### config.mk
export PLATFORM = sky130hd
export DESIGN_NAME = arbitro_mux4
export DESIGN_NICKNAME = d
export VERILOG_FILES = /design/src/rtl/arbitro_mux4.sv
export SDC_FILE = /design/constraint.sdc
export NUM_CORES = 1
export LEC_CHECK = 0
export ABC_AREA = 1
export CORE_MARGIN = 1
export CORE_UTILIZATION = 40
export CTS_BUF_LIST = sky130_fd_sc_hd__clkbuf_16
export DETAILED_ROUTE_END_ITERATION = 8
export GPL_ROUTABILITY_DRIVEN = 0
export PLACE_DENSITY = 0.95
export SYNTH_ARGS = -nofsm -noshare
export SYNTH_HDL_FRONTEND = slang
export SYNTH_SLANG_ARGS = --single-unit
### constraint.sdc
create_clock -name clk -period 2.75 [get_ports clk]
set_clock_uncertainty 0.15 [all_clocks]
set_input_delay 0.6875 -clock clk [delete_from_list [all_inputs] [get_ports clk]]
set_output_delay 0.6875 -clock clk [all_outputs]
set_load 0.01 [all_outputs]
### src/rtl/arbitro_mux4.sv
// Four-requester arbiter with registered one-hot grant and a 4:1 data mux on sel.
// Round-robin by default; define ARBITRO_PRIORIDAD_FIJA_EN for fixed lowest-index priority.
module arbitro_mux4 #(
  parameter int WIDTH = 8
) (
  input  logic             clk,
  input  logic             rst_n,
  input  logic [3:0]       req,
  input  logic [WIDTH-1:0] d0,
  input  logic [WIDTH-1:0] d1,
  input  logic [WIDTH-1:0] d2,
  input  logic [WIDTH-1:0] d3,
  output logic [3:0]       gnt,
  output logic [1:0]       sel,
  output logic             out_valid,
  output logic [WIDTH-1:0] out_data,
  input  logic             out_ready
);

  typedef enum logic {IDLE = 1'b0, GRANT = 1'b1} state_t;

  state_t     state_q, state_d;
  logic [3:0] gnt_q, gnt_d;
  logic [1:0] sel_q, sel_d;
  logic [1:0] last_q, last_d;
  logic [1:0] winner;
  logic       xfer;
  logic       withdraw;

  logic [WIDTH-1:0] d_arr [4];
  assign d_arr[0] = d0;
  assign d_arr[1] = d1;
  assign d_arr[2] = d2;
  assign d_arr[3] = d3;

  assign xfer     = (state_q == GRANT) && out_ready;
  assign withdraw = (state_q == GRANT) && !out_ready && !req[sel_q];

`ifdef ARBITRO_PRIORIDAD_FIJA_EN
  function automatic logic [1:0] pick_fixed(input logic [3:0] r);
    logic [1:0] w;
    w = 2'd0;
    for (int i = 3; i >= 0; i--) begin
      if (r[i]) w = 2'(i);
    end
    return w;
  endfunction

  always_comb begin
    winner = pick_fixed(req);
  end
`else
  function automatic logic [1:0] pick_rr(input logic [3:0] r, input logic [1:0] base);
    logic [1:0] w;
    logic [1:0] idx;
    logic       found;
    w     = base;
    found = 1'b0;
    for (int k = 1; k <= 4; k++) begin
      idx = base + 2'(k);
      if (r[idx] && !found) begin
        w     = idx;
        found = 1'b1;
      end
    end
    return w;
  endfunction

  logic [1:0] base;

  // On a transfer edge last is being replaced by sel, so search from the new value.
  always_comb begin
    base   = xfer ? sel_q : last_q;
    winner = pick_rr(req, base);
  end
`endif

  always_ff @(posedge clk or negedge rst_n) begin
    if (!rst_n) begin
      state_q <= IDLE;
      gnt_q   <= 4'b0000;
      sel_q   <= 2'b00;
      last_q  <= 2'b11;
    end else begin
      state_q <= state_d;
      gnt_q   <= gnt_d;
      sel_q   <= sel_d;
      last_q  <= last_d;
    end
  end

  always_comb begin
    state_d = state_q;
    gnt_d   = gnt_q;
    sel_d   = sel_q;
    last_d  = last_q;
    if (xfer) last_d = sel_q;
    if ((state_q == IDLE) || xfer || withdraw) begin
      if (req != 4'b0000) begin
        state_d = GRANT;
        sel_d   = winner;
        gnt_d   = 4'b0001 << winner;
      end else begin
        // sel is kept so out_data keeps showing the last selected requester.
        state_d = IDLE;
        gnt_d   = 4'b0000;
      end
    end
  end

  always_comb begin
    gnt       = gnt_q;
    sel       = sel_q;
    out_valid = (state_q == GRANT);
    out_data  = d_arr[sel_q];
  end

endmodule

# Yosys cells after proc, flatten, opt, wreduce, memory -nomap -nowiden
# Index checks and enable logic that the tools add are counted.
[op_classes] addsub=3 order_cmp=6 shift=1 muxes=23 n_bitwise=2 n_reduce_logical=15
[op_table] op="8-bit binary-select mux with 2-bit select" n=1
[op_table] op="8-bit two-way mux" n=2
[op_table] op="2-bit by 3-bit < comparator with 1-bit output (second input constant)" n=5
[op_table] op="1-bit binary-select mux with 2-bit select" n=5
[op_table] op="2-bit two-way mux" n=5
[op_table] op="1-bit two-way mux" n=9
[op_table] op="1-bit logical AND" n=6
[op_table] op="1-bit zero test" n=5
[op_table] op="2-bit adder (second input constant)" n=2
[op_table] op="4-bit two-way mux" n=1
[op_table] op="4-bit nonzero test" n=1
[op_table] op="1-bit by 2-bit << shifter with 4-bit output (first input constant)" n=1
[op_table] op="3-bit greater-or-equal comparator (second input constant)" n=1
[op_table] op="2-bit NOT with 3-bit output" n=1
[op_table] op="2-bit by 1-bit adder with 2-bit output (second input constant)" n=1
[op_table] op="1-bit logical OR" n=2
[op_table] op="2-bit AND reduction" n=1
[op_table] op="1-bit NOT" n=1
[totals] register_bits=9 out_inout_bits=15 elab_cells=54

# Logic depth before layout (Yosys ltp)
[depth] word_depth=17 mapped_depth=14 ltp_nobuf=13

# Worst setup path after synthesis
# Ideal clock, no wire load.
[synth_path] path_type="register -> output" start="register sel_q[0] (netlist: sel[0])" end="output out_data[4]" arrival_time_ps=1324 setup_slack_ps=588 stages_incl_launch_ff=5 n_path_buf=2 path_cell_list="dfrtp_1 -> clkbuf_1 -> clkbuf_1 -> o21ai_0 -> o22ai_1"
[synth_between] elab_chain_len=4
[synth_rtl] item="start, declared" line_no="24" rtl="logic [1:0] sel_q, sel_d;"
[synth_rtl] item="start signal, assigned" line_no="87" rtl="sel_q <= sel_d;"
[synth_rtl] item="2-bit NOT with 3-bit output (implied by the code)" line_no="115" rtl="out_data = d_arr[sel_q];"
[synth_rtl] item="8-bit binary-select mux with 2-bit select" line_no="115"
[synth_rtl] item="8-bit two-way mux (implied by the code) (2 in series)" line_no="115"
[synth_rtl] item="end, declared" line_no="16" rtl="output logic [WIDTH-1:0] out_data,"
# Every way passes these cells. The select of a mux whose other input is x is not followed.

# Worst setup path in the final report
[layout_path] start="input d1[6]" end="output out_data[6]"
[layout_between] elab_chain_len=3
[layout_rtl] item="start, declared" line_no="10" rtl="input logic [WIDTH-1:0] d1,"
[layout_rtl] item="8-bit binary-select mux with 2-bit select" line_no="115"
[layout_rtl] item="8-bit two-way mux (implied by the code) (2 in series)" line_no="115"
# Every way passes these cells. The select of a mux whose other input is x is not followed.

==> impl_metrics.toml <==
[critical_path]
cp.arrival_ns = 1.85
worstSetupEndpointType = "primary output"
crit_chain = "clkdlybuf4s50_1 > o21ai_0 > o22ai_1 > dlygate4sd2_1"
critPathTopFamily = "buffers and inverters"
crit_type = "primary input to primary output"
critPathRequiredTime_ns = 1.91
cpMaxStageDelayCell = "clkdlybuf4s50_1"
crit_fanout = 1
critPathBufInv = 2
critPathMaxStageDelay_ns = 0.43
start_kind = "primary input"

[synth]
synth.largest_area_cell = "dfrtp_1"
post-synth-top-area-fraction_pct = 19.3
synth_common_cells = "nand2_1 (35), nor2_1 (18), o21ai_0 (18)"
ys.flop_type = "dfrtp_1"
ys_warn_count = 0
avgSynthCellArea_um2 = 6.06
ys_seq_area_share_pct = 25.0
synth.most_common_cell = "nand2_1"
synth_area_leaders = "dfrtp_1 (19%), nand2_1 (14%), o21ai_0 (9.9%)"
synth_seq_cells = 9
async_flop_share_pct = 100
synthDistinctLibCells = 20
synth_edf_count = 0
syn_inst = 150
syn_nets = 189
syn_area_um2 = 910

[cts]
hold_buffers = 0
htree_levels = 1
cts_tree = "yes"
clockBufferDepth = 2
cts_setup_buffers = 0
cts_buffers = 3
clkSinkCount = 9
clk_pin_slew_ns = 0.04
clk_latency_ns = 0.24
cts_root_buf = "clkbuf_16"
cts_repair_resize_count = 8

[timing]
relSlewSlack_pct = 69.6
rsz0062_at_grt = "false"
hold_viol_final = 0
min_period_ns = 2.68
setup_viol = 0
tightest_slew_ns = 0.456
setup_ws_ns = 0.0653
fmax_ghz = 0.372
drv_slew = 0
whs_ns = 0.331
timing.final.crit_share_pct = 97.6

[die]
core_um2 = 2040
initial_core_util_pct = 44.5
die_x_um = 49.7
ios = 54
fp-row-count = 16
dieArea_um2 = 2470
die_y_um = 49.7

[global_route]
grt_pass1_vias = 1369
antenna_found_initial = 0
grt_usage_pct = 30.4
overflow = 0
grt_pass1_wl_um = 5760
grt_max_degree = 24

[layout]
num_antenna_cells = 0
nNetsFinal = 244
area_growth_pct = 68.6
final_area_um2 = 1530
final_cells = 231
drive_above_1_share_pct = 12.7

[route]
num_vias = 1295
drc = 0
drt-total-wl_um = 3400
vias_per_cell = 5.61
route.detailed.wl_per_inst_um = 14.7
ant_nets = 0
drt_iter0_markers = 36
drt_pass1_iterations = 4

[placement]
numPortBuffers = 53
hpwl_um = 2470
place_inst = 227
place_area_um2 = 1470
preCtsSetupSlack_ns = -0.131

[pwr]
seqPwrFrac_pct = 14.4
switchingPower_uw = 716
clock_power_share_pct = 17.3
power_density_nw_per_um2 = 987
peakVddDrop_v = 0.000899
p_leak_nw = 0.727
combPwrFrac_pct = 68.3
internal_power_uw = 799
finalPower_mw = 1.51
switching_share_pct = 47.3

[job]
maxCapViolCount = 0

[hold_path]
hold_class = "flip-flop to flip-flop"

[run_status]
status = "finished, final reports clean"
-- routing by layer --
layer / vias to the layer above / global-route usage (%) / share of wire [%]
met5: - / 0 / 0
met4: 0 / 17.6 / 3.8
met3: 15 / 6.79 / 5.4
met2: 61 / 55.0 / 52
met1: 614 / 31.8 / 39
li1: 605 / - / -
-- tightest hold or removal path, stage by stage (launching register included) --
cell and delay, ns:
dfrtp_1 0.34, nand2_1 0.05, nand2_1 0.05
-- cells by family (layout without fill, tap and decap cells) --
group | after synthesis | in the layout | share of synthesized area (%)
flops | 9 | 9 | 25.0
compound gates | 33 | 33 | 20.2
simple gates | 89 | 89 | 45.9
buf+inv | 19 | 73 | 8.80
-- sequential cells by signal, summed over array words and instances (netlist names) --
signal / count
sel: 2
gnt: 4
out_valid: 1
last_q: 2
-- area by class of cell --
| type | count | area [µm²] |
|---|---|---|
| timing repair buffer | 56 | 543 |
| clock buffer | 3 | 75.1 |
| fill | 164 | 508 |
| sequential | 9 | 228 |
| inverter | 13 | 48.8 |
| multi-input combinational | 122 | 602 |
| tap | 27 | 33.8 |
| clock inverter | 1 | 3.75 |
-- cells in the final DEF, fill, tap and decap left out, types with 7 or more instances in the layout --
cell / count
clkdlybuf4s50_1: 45
dfrtp_1: 7
dlygate4sd2_1: 8
inv_1: 14
nand2_1: 35
nand2_2: 14
nand3_1: 16
nor2_1: 18
o21ai_0: 18
o22ai_1: 8
-- final timing paths --
check	endpoint	start	cells after the start	slack [ns]
max reg2reg	sel[0]	sel[0]	11	0.57
min	gnt[3]	gnt[3]	2	0.33
max	out_data[6]	d1[6]	4	0.07
max in group asynchronous	last_q[0]	rst_n	1	1.53
min in group asynchronous	gnt[0]	rst_n	1	0.60
min reg2reg	gnt[3]	gnt[3]	2	0.33
-- through the flow --
stage / utilization (%) / TNS (ns)
finish: 75.1 / 0
global route: 75.1 / 0
CTS: 75.1 / 0
detailed placement: 71.8 / -0.255
global placement: 71.8 / -0.0126
floorplan: - / 0
-- power groups by stage --
stage	sequential, mW	clock [mW]	combinational, mW
floorplan	0.240	0	0.624
global placement	0.215	0	1.02
finish	0.218	0.262	1.04
global route	0.224	0.268	1.14
CTS	0.217	0.260	1.02
detailed placement	0.217	0	1.07
(Power assumes the default switching activity.)
